File: src/rtl/bcd_pkg.sv
// Shared BCD constants and controller state encoding for the serial BCD adder.
package bcd_pkg;

    localparam logic [3:0] BCD_MAX = 4'd9;
    localparam logic [3:0] BCD_ADJ = 4'd6;

    typedef enum logic [1:0] {
        IDLE = 2'd0,
        RUN  = 2'd1,
        DONE = 2'd2
    } state_t;

endpackage

File: src/rtl/bcd_serial_add_ctrl_if.sv
// Start handshake, operand and result bundle for the serial BCD adder.
interface bcd_serial_add_ctrl_if #(
    parameter int NDIG = 4
);
    logic                start;
    logic [4*NDIG-1:0]   a;
    logic [4*NDIG-1:0]   b;
    logic                cin;
    logic                busy;
    logic                done;
    logic [4*NDIG-1:0]   sum;
    logic                cout;
    logic                invalid;

    modport master (
        output start, a, b, cin,
        input  busy, done, sum, cout, invalid
    );

    modport slave (
        input  start, a, b, cin,
        output busy, done, sum, cout, invalid
    );
endinterface

File: src/rtl/bcd_digit_add.sv
// One-digit BCD adder: binary add, then +6 correction with carry when above 9.
module bcd_digit_add
    import bcd_pkg::*;
(
    input  logic [3:0] a,
    input  logic [3:0] b,
    input  logic       cin,
    output logic [3:0] s,
    output logic       cout
);
    logic [4:0] t;

    always_comb begin
        t = {1'b0, a} + {1'b0, b} + {4'b0000, cin};
        if (t > {1'b0, BCD_MAX}) begin
            s    = t[3:0] + BCD_ADJ;
            cout = 1'b1;
        end else begin
            s    = t[3:0];
            cout = 1'b0;
        end
    end
endmodule

File: src/rtl/bcd_serial_add_ctrl.sv
// Serial BCD adder controller: one digit per clock through a shared digit adder,
// LSD first, with a rippled decimal carry register.
module bcd_serial_add_ctrl
    import bcd_pkg::*;
#(
    parameter int NDIG = 4,
    parameter int CW   = 3
) (
    input  logic                clk,
    input  logic                rst,
    bcd_serial_add_ctrl_if.slave bus
);
    state_t            state, state_nxt;
    logic              accept, last;
    logic [CW-1:0]     idx;
    logic [4*NDIG-1:0] a_r, b_r, sum_r;
    logic              carry, cout_r, invalid_r, busy_r, done_r, nonbcd;
    logic [3:0]        da, db, ds;
    logic              dc;

    assign da   = a_r[4*idx +: 4];
    assign db   = b_r[4*idx +: 4];
    assign last = (idx == CW'(NDIG - 1));

    bcd_digit_add u_digit (
        .a    (da),
        .b    (db),
        .cin  (carry),
        .s    (ds),
        .cout (dc)
    );

    always_comb begin
        nonbcd = 1'b0;
        for (int unsigned i = 0; i < NDIG; i++) begin
            if (bus.a[4*i +: 4] > BCD_MAX || bus.b[4*i +: 4] > BCD_MAX)
                nonbcd = 1'b1;
        end
    end

    always_ff @(posedge clk or posedge rst) begin
        if (rst) state <= IDLE;
        else     state <= state_nxt;
    end

    always_comb begin
        state_nxt = state;
        accept    = 1'b0;
        case (state)
            IDLE: if (bus.start) begin
                accept    = 1'b1;
                state_nxt = RUN;
            end
            RUN:  if (last) state_nxt = DONE;
            DONE: begin
                accept    = bus.start;
                state_nxt = bus.start ? RUN : IDLE;
            end
            default: state_nxt = IDLE;
        endcase
    end

    // busy/done are flopped from the next-state decode so they line up with state.
    always_ff @(posedge clk or posedge rst) begin
        if (rst) begin
            busy_r    <= 1'b0;
            done_r    <= 1'b0;
            idx       <= '0;
            a_r       <= '0;
            b_r       <= '0;
            carry     <= 1'b0;
            sum_r     <= '0;
            cout_r    <= 1'b0;
            invalid_r <= 1'b0;
        end else begin
            busy_r <= (state_nxt == RUN);
            done_r <= (state_nxt == DONE);
            if (accept) begin
                a_r       <= bus.a;
                b_r       <= bus.b;
                carry     <= bus.cin;
                idx       <= '0;
                sum_r     <= '0;
                cout_r    <= 1'b0;
                invalid_r <= nonbcd;
            end else if (state == RUN) begin
                sum_r[4*idx +: 4] <= ds;
                carry             <= dc;
                if (last) cout_r <= dc;
                else      idx    <= idx + CW'(1);
            end
        end
    end

    assign bus.busy    = busy_r;
    assign bus.done    = done_r;
    assign bus.sum     = sum_r;
    assign bus.cout    = cout_r;
    assign bus.invalid = invalid_r;
endmodule

File: src/flat_wrapper.sv
// flat-port wrapper written by rule: the top's interface ports become plain ports
module bcd_serial_add_ctrl_flat import bcd_pkg::*;
#(
    parameter int NDIG = 4,
    parameter int CW   = 3
)
  (clk, rst, bus_start, bus_a, bus_b, bus_cin, bus_busy, bus_done, bus_sum, bus_cout, bus_invalid);
  bcd_serial_add_ctrl_if #(.NDIG(NDIG)) bus_i ();
  input  logic clk;
  input  logic rst;
  input wire logic [$bits(bus_i.start)-1:0] bus_start;
  input wire logic [$bits(bus_i.a)-1:0] bus_a;
  input wire logic [$bits(bus_i.b)-1:0] bus_b;
  input wire logic [$bits(bus_i.cin)-1:0] bus_cin;
  output wire logic [$bits(bus_i.busy)-1:0] bus_busy;
  output wire logic [$bits(bus_i.done)-1:0] bus_done;
  output wire logic [$bits(bus_i.sum)-1:0] bus_sum;
  output wire logic [$bits(bus_i.cout)-1:0] bus_cout;
  output wire logic [$bits(bus_i.invalid)-1:0] bus_invalid;
  assign bus_i.start = bus_start;
  assign bus_i.a = bus_a;
  assign bus_i.b = bus_b;
  assign bus_i.cin = bus_cin;
  assign bus_busy = bus_i.busy;
  assign bus_done = bus_i.done;
  assign bus_sum = bus_i.sum;
  assign bus_cout = bus_i.cout;
  assign bus_invalid = bus_i.invalid;
  bcd_serial_add_ctrl #(.NDIG(NDIG), .CW(CW)) u_core (.clk(clk), .rst(rst), .bus(bus_i));
endmodule
File: config.mk
export PLATFORM = sky130hd
export DESIGN_NAME = bcd_serial_add_ctrl_flat
export DESIGN_NICKNAME = d
export VERILOG_FILES = /design/src/rtl/bcd_pkg.sv /design/src/rtl/bcd_serial_add_ctrl_if.sv /design/src/rtl/bcd_digit_add.sv /design/src/rtl/bcd_serial_add_ctrl.sv /design/src/flat_wrapper.sv
export SDC_FILE = /design/constraint.sdc
export NUM_CORES = 1
export LEC_CHECK = 0
export CORE_MARGIN = 2
export CORE_UTILIZATION = 56
export DETAILED_ROUTE_END_ITERATION = 12
export DONT_BUFFER_PORTS = 1
export PLACE_DENSITY = 0.71
export SLEW_MARGIN = 0
export SYNTH_ARGS = -nofsm -noshare
export SYNTH_HDL_FRONTEND = slang
export SYNTH_HIERARCHICAL = 1
export SYNTH_SLANG_ARGS = --single-unit
File: constraint.sdc
create_clock -name clk -period 4.29 [get_ports clk]
set_input_delay 0.858 -clock clk [delete_from_list [all_inputs] [get_ports clk]]
set_output_delay 0.858 -clock clk [all_outputs]
set_load 0.01 [all_outputs]
==> results of run 1 <==
[sequential cells by signal, indices dropped and copies added, names as in the netlist]
register	cells
u_core/a_r	16
u_core/bus.invalid	1
u_core/carry	1
u_core/bus.done	1
u_core/b_r	16
u_core/bus.busy	1
u_core/bus.cout	1
u_core/bus.sum	16
u_core/idx	3
u_core/state	2
[worst max-delay path, cell delays in order, from the launching register on]
cell and delay, ns:
dfrtp_1 0.43, mux4_1 0.56, and2_1 0.19, fa_1 0.46
fa_1 0.42, xnor2_1 0.18, ha_1 0.24, a31o_1 0.23
o31ai_4 0.34, mux2i_1 0.39, nand4_1 0.13, a21oi_1 0.15
[metal layers]
| layer | up-vias | track usage, % |
|---|---|---|
| met1 | 1059 | 30.9 |
| met3 | 9 | 7.21 |
| met4 | 0 | 7.86 |
| met5 | - | 0 |
| met2 | 74 | 37.5 |
| li1 | 1067 | - |
[cells in the mapped netlist, drive strengths merged (2+ instances only)]
cell type / number
o31ai: 13
and3: 2
nand3: 2
mux2i: 7
nor3: 2
clkbuf: 3
a21o: 3
and2: 8
o21ai: 9
nand4: 13
nand2b: 2
ha: 9
nand2: 103
nor2: 4
a21oi: 16
fa: 2
nor2b: 3
and3b: 2
inv: 11
mux4: 8
xnor2: 3
buf: 15
dfrtp: 58
[where the power goes]
part           switching (mW)  leakage [nW]  internal [mW]  total (mW)
Combinational            1.08         0.793          0.723        1.80
Sequential              0.196         0.740          0.779       0.974
Clock                   0.221        0.0851          0.222       0.443
Total                    1.49          1.62           1.72        3.22
[stage by stage]
stage	setup WS, ns	hold WS (ns)	instance area [um2]
3_5_place_dp	0.512	0.455	3100
2_1_floorplan	0.699	0.437	3060
5_1_grt	0.280	0.490	3270
3_3_place_gp	0.646	0.451	3100
6_report	0.486	0.467	3270
4_1_cts	0.477	0.471	3270
[worst paths after layout]
kind / endpoint / startpoint
max: u_core/bus.sum[14] / u_core/idx[0]
max in group asynchronous: u_core/a_r[9] / rst
min reg2reg: u_core/a_r[3] / u_core/a_r[3]
max reg2reg: u_core/bus.sum[14] / u_core/idx[0]
min in group asynchronous: u_core/bus.done / rst
min: u_core/a_r[3] / u_core/a_r[3]
[layout make-up]
class | instances | area (um2) | area share, %
sequential | 58 | 1450 | 44.4
timing repair buffer | 6 | 45.0 | 1.38
multi-input combinational | 222 | 1470 | 45.0
clock inverter | 5 | 30.0 | 0.918
clock buffer | 11 | 141 | 4.32
inverter | 12 | 45.0 | 1.38
tap | 70 | 87.6 | 2.68
[layout by cell type (no fill, tap or decap), types with 6 or more instances in the layout]
master / instances
o21ai_0: 9
ha_1: 9
mux4_1: 6
inv_1: 10
buf_4: 6
and2_1: 8
o31ai_1: 12
nand4_1: 13
mux2i_1: 7
a21oi_1: 16
nand2_1: 103
clkbuf_8: 10
dfrtp_1: 58
[cell families (layout without fill, tap and decap cells)]
| logic type | count (synthesis) | count (layout) | synth area share (%) |
|---|---|---|---|
| AND/OR/NAND/NOR | 146 | 146 | 22.9 |
| XOR/XNOR | 3 | 3 | 0.860 |
| multiplexers | 15 | 15 | 8.93 |
| buffers and inverters | 30 | 34 | 4.59 |
| flip-flops | 58 | 58 | 47.5 |
| adder cells (fa/ha/maj) | 11 | 11 | 5.00 |
| AO/OA/AOI/OAI | 47 | 47 | 10.2 |
==> out/results.txt, run 1 <==
Number of clock buffers inserted by TritonCTS: 9
Final core utilization: 63.3%
Share of cells above drive strength 1: 10.2%
Number of gates resized after cts: 0
Final Wtd Congestion: 0.833
EDFF count, synth: 0
Sum of overflow across all layers after global routing: 0
H-tree levels: 3
Count of final setup violators: 0
Filler Cells Inserted: 453
Detailed-route via count: 2209
Post-CTS Repair Setup Buffers: 0
Sum of internal, switching and leakage power: 3.22 mW
Sum Neg Setup Slack: 0 ns
Clock root cell: clkbuf_8
DR pass1 iterations: 4
Register bit total from synthesis: 58
Post-route antenna net violation count: 0
WHS Path Cells: 2
Cell leakage power: 1.62 nW
Chip width: 77.9 um
Syn-to-layout area delta: 7.08%
Total met2 wirelength after detailed routing: 3180 um
Crit-path max FO: 4
Final hold viol count: 0
Max-slew violation count: 0
Sinks on Clock Net: 58
Worst-path clk slew: 0.07 ns
Number of cells after detailed placement: 368
Overall routing resource usage: 23.6%
Fin nets: 356
Worst setup skew after layout: 0.00998 ns
Post-synth ARST share: 100%
Vias per Instance: 5.75
Placeable Area: 5170 um2
Clock latency on the worst-skew pair: 0.34 ns
Number of different library cells in the post-synthesis netlist: 42
Maximum operating frequency: 263 MHz
Area of the die: 6060 um2
Number of diodes: 0
Top Layer Used: met4
Number of design-rule violations left by the first detailed-router iteration: 112
Number of global-route vias before repair: 2280
Final cell count without fillers: 384
Pin count of the biggest net entering global routing: 59
Worst IR drop on VDD: 0.536 mV
Area leader, netlist: dfrtp_1
RSZ-0062 raised after global routing: no
Number of cell instances on the worst register-to-register path: 11
Slew HR: 52.0%
Sequential cell area fraction in the yosys report: 47.5%
Count of buffers inserted at the top-level ports: 0
Post-synthesis average cell area: 9.86 um2
Signal arrival time at the worst endpoint: 4.07 ns
Category of the critical setup timing path: flop to flop
Fraction of post-synthesis cell area in the top cell type by area: 47.5%
Initial cell density of the core: 59.1%
Transition time of the tightest slew-check pin: 0.720 ns
Minimum setup slack among reg-to-reg paths: 0.49 ns
Gate count after technology mapping: 310
Post-synthesis net count: 357
Sort of element at the start of the critical path: flop
Average routed wire per standard cell: 17.0 um
Cell Rows: 26
CTS tree: done
PD cells: 983 nW/um2
Post-DP HPWL: 4540 um
Count of hold-fix buffers inserted at cts: 0
Number of primary I/O pins: 56
Met1 routed wirelength after detailed routing: 2880 um
Minimum clock period: 3.80 ns
First-pass GRT wire length: 10900 um
Synth top area cells: dfrtp_1 (48%), nand2_1 (13%), mux4_1 (5.2%), ha_1 (3.7%), o31ai_1 (2.9%)
Class of the tightest hold or removal check: flop to flop
Run status: completed
Worst setup EP type: flop
Share of the clock period used by the worst path: 88.7%
Number of antenna violations at the first check in global routing: 0
Detailed-routed wire length on met3: 369 um
Y dimension of the die: 77.9 um
Leading register cell type out of synthesis: dfrtp_1
Final routed wirelength across all metal layers: 6530 um
Maximum count of clock buffers along a single path: 2
Max-capacitance violation count: 0
Mapped cell area: 3060 um2
Number of synthesis warnings: 6
Remaining routing DRC violations: 0
Critical Path RT: 4.56 ns
No activity file was read; power rests on OpenSTA's default activity.
==> inputs of run 2 (changes only) <==
- CORE_MARGIN: 2 -> 10
==> out/results.txt, run 2 (synthesis gave the netlist of run 1 again) <==
Number of cell instances on the worst register-to-register path: 11 (unchanged)
Signal arrival time at the worst endpoint: 4.06 ns (was 4.07 ns)
Leading cell types in the layout, fill and taps excluded: nand2_1 (103), dfrtp_1 (58), a21oi_1 (16) (unchanged)
Share of cells above drive strength 1: 10.2% (unchanged)
Overall routing resource usage: 17.0% (was 23.6%)
Number of antenna violations at the first check in global routing: 0 (unchanged)
Max-slew violation count: 0 (unchanged)
CTS tree: done (unchanged)
Detailed-route via count: 2233 (was 2209)
Sum of internal, switching and leakage power: 3.30 mW (was 3.22 mW)
Area of the die: 8810 um2 (was 6060 um2)
Crit-path max FO: 4 (unchanged)
Y dimension of the die: 93.9 um (was 77.9 um)
Category of the critical setup timing path: flop to flop (unchanged)
Class of the tightest hold or removal check: flop to flop (unchanged)
Initial cell density of the core: 58.7% (was 59.1%)
Count of buffers inserted at the top-level ports: 0 (unchanged)
Maximum cell stage delay along the critical path: 0.55 ns (was 0.56 ns)
RSZ-0062 raised after global routing: no (unchanged)
Ordered list of cells on the worst path: mux4_1 > and2_1 > fa_1 > fa_1 > xnor2_1 > ha_1 > a31o_1 > o31ai_4 > mux2i_1 > nand4_1 > a21oi_1 (unchanged)
Worst r2r dst: u_core/bus.sum[6] (was u_core/bus.sum[14])
First-pass GRT wire length: 11800 um (was 10900 um)
Post-CTS Repair Setup Buffers: 0 (unchanged)
Final routed wirelength across all metal layers: 7020 um (was 6530 um)
Sum Neg Setup Slack: 0 ns (unchanged)
Number of global-route vias before repair: 2412 (was 2280)
WHS Path Cells: 2 (unchanged)
Sort of element at the start of the critical path: flop (unchanged)
Area after detailed placement: 3100 um2 (unchanged)
R2R Path Start: u_core/idx[0] (unchanged)
Worst IR drop on VDD: 0.623 mV (was 0.536 mV)
PD cells: 1000 nW/um2 (was 983 nW/um2)
Final Wtd Congestion: 0.798 (was 0.833)
Worst-path clk slew: 0.07 ns (about the same)
Final hold viol count: 0 (unchanged)
Chip width: 93.9 um (was 77.9 um)
Transition time of the tightest slew-check pin: 0.850 ns (was 0.720 ns)
Post-route antenna net violation count: 0 (unchanged)
Average routed wire per standard cell: 18.3 um (was 17.0 um)
Pin count of the biggest net entering global routing: 31 (was 59)
Fin nets: 356 (unchanged)
Vias per Instance: 5.82 (was 5.75)
Minimum clock period: 3.80 ns (about the same)
Sinks on Clock Net: 58 (unchanged)
Sum of overflow across all layers after global routing: 0 (unchanged)
Critical Path RT: 4.55 ns (was 4.56 ns)
Worst-path cell with the longest stage delay: mux4_1 (unchanged)
Post-DP HPWL: 5110 um (was 4540 um)
Max-capacitance violation count: 0 (unchanged)
H-tree levels: 3 (unchanged)
Cell Rows: 26 (unchanged)
Worst setup EP type: flop (unchanged)
Clock root cell: clkbuf_8 (unchanged)
Run status: completed (unchanged)
Final Cell Area: 3300 um2 (was 3270 um2)
Number of diodes: 0 (unchanged)
Maximum count of clock buffers along a single path: 2 (unchanged)
Count of final setup violators: 0 (unchanged)
Hold Crit Start: u_core/b_r[3] (was u_core/a_r[3])
Share of the clock period used by the worst path: 88.6% (was 88.7%)
Number of design-rule violations left by the first detailed-router iteration: 94 (was 112)
Count of hold-fix buffers inserted at cts: 0 (unchanged)
Number of primary I/O pins: 56 (unchanged)
Leading cell type in the layout, fill and taps excluded: nand2_1 (unchanged)
Number of gates resized after cts: 0 (unchanged)
DR pass1 iterations: 4 (unchanged)
Cell leakage power: 1.64 nW (was 1.62 nW)
Clock latency on the worst-skew pair: 0.34 ns (about the same)
Remaining routing DRC violations: 0 (unchanged)
Syn-to-layout area delta: 7.86% (was 7.08%)
Slew HR: 43.3% (was 52.0%)
Worst Hold Endpoint: u_core/b_r[3] (was u_core/a_r[3])
Minimum setup slack among reg-to-reg paths: 0.49 ns (about the same)
Placeable Area: 5200 um2 (was 5170 um2)
Most used cell along the critical path: fa_1 (unchanged)
Worst setup skew after layout: 0.00525 ns (was 0.00998 ns)
Maximum operating frequency: 263 MHz (about the same)
Number of clock buffers inserted by TritonCTS: 9 (unchanged)
Hold_ws: 0.474 ns (was 0.467 ns)
run 2: per-stage QoR:
| stage | cells | setup slack [ns] | utilization, % |
|---|---|---|---|
| after floorplan | 310 | 0.699 | - |
| after global placement | 368 | 0.627 | 59.6 |
| after detailed placement | 368 | 0.506 | 59.6 |
| after CTS | 384 | 0.485 | 63.3 |
| after global routing | 384 | 0.230 | 63.3 |
| final | 384 | 0.489 | 63.3 |
run 2: cell type report:
| type | instances | area (um2) |
|---|---|---|
| flip-flops and latches | 58 | 1450 |
| well taps | 70 | 87.6 |
| repair buffers | 6 | 45.0 |
| clock inverters | 5 | 53.8 |
| multi-input cells | 222 | 1470 |
| fillers | 442 | 1910 |
| inverters | 12 | 45.0 |
| clock buffers | 11 | 141 |
run 2: critical path, delay by kind of cell, from the launching register on:
kind / cells / cell delay, ns
adder cells (fa/ha/maj): 3 / 1.12
XOR/XNOR: 1 / 0.18
multiplexers: 2 / 0.97
flip-flops: 1 / 0.40
AND/OR/NAND/NOR: 2 / 0.32
AO/OA/AOI/OAI: 3 / 0.72
run 2: where the power goes:
part	total, mW	internal (mW)	leakage, nW	switching (mW)
clock	0.501	0.282	0.103	0.219
sequential	0.982	0.779	0.740	0.204
combinational	1.82	0.725	0.793	1.10
total	3.30	1.79	1.64	1.52
run 2: layer usage:
metal	global-route usage, %	wire [um]	part of all wire (%)
met5	0	0	0
met4	9.24	99	1.4
met2	26.3	3340	47
met1	20.0	2950	42
met3	6.31	633	9.0
run 2: how the worst max path moves through the flow:
stage / startpoint / endpoint / slack, ns / cells after the start
after floorplan: u_core/idx[0] / u_core/bus.sum[14] / 0.70 / 12
after global placement: u_core/idx[0] / u_core/bus.sum[14] / 0.63 / 11
after detailed placement: u_core/idx[0] / u_core/bus.sum[6] / 0.51 / 11
after CTS: u_core/idx[0] / u_core/bus.sum[6] / 0.49 / 11
after global routing: u_core/idx[0] / u_core/bus.sum[14] / 0.23 / 11
final: u_core/idx[0] / u_core/bus.sum[6] / 0.49 / 11
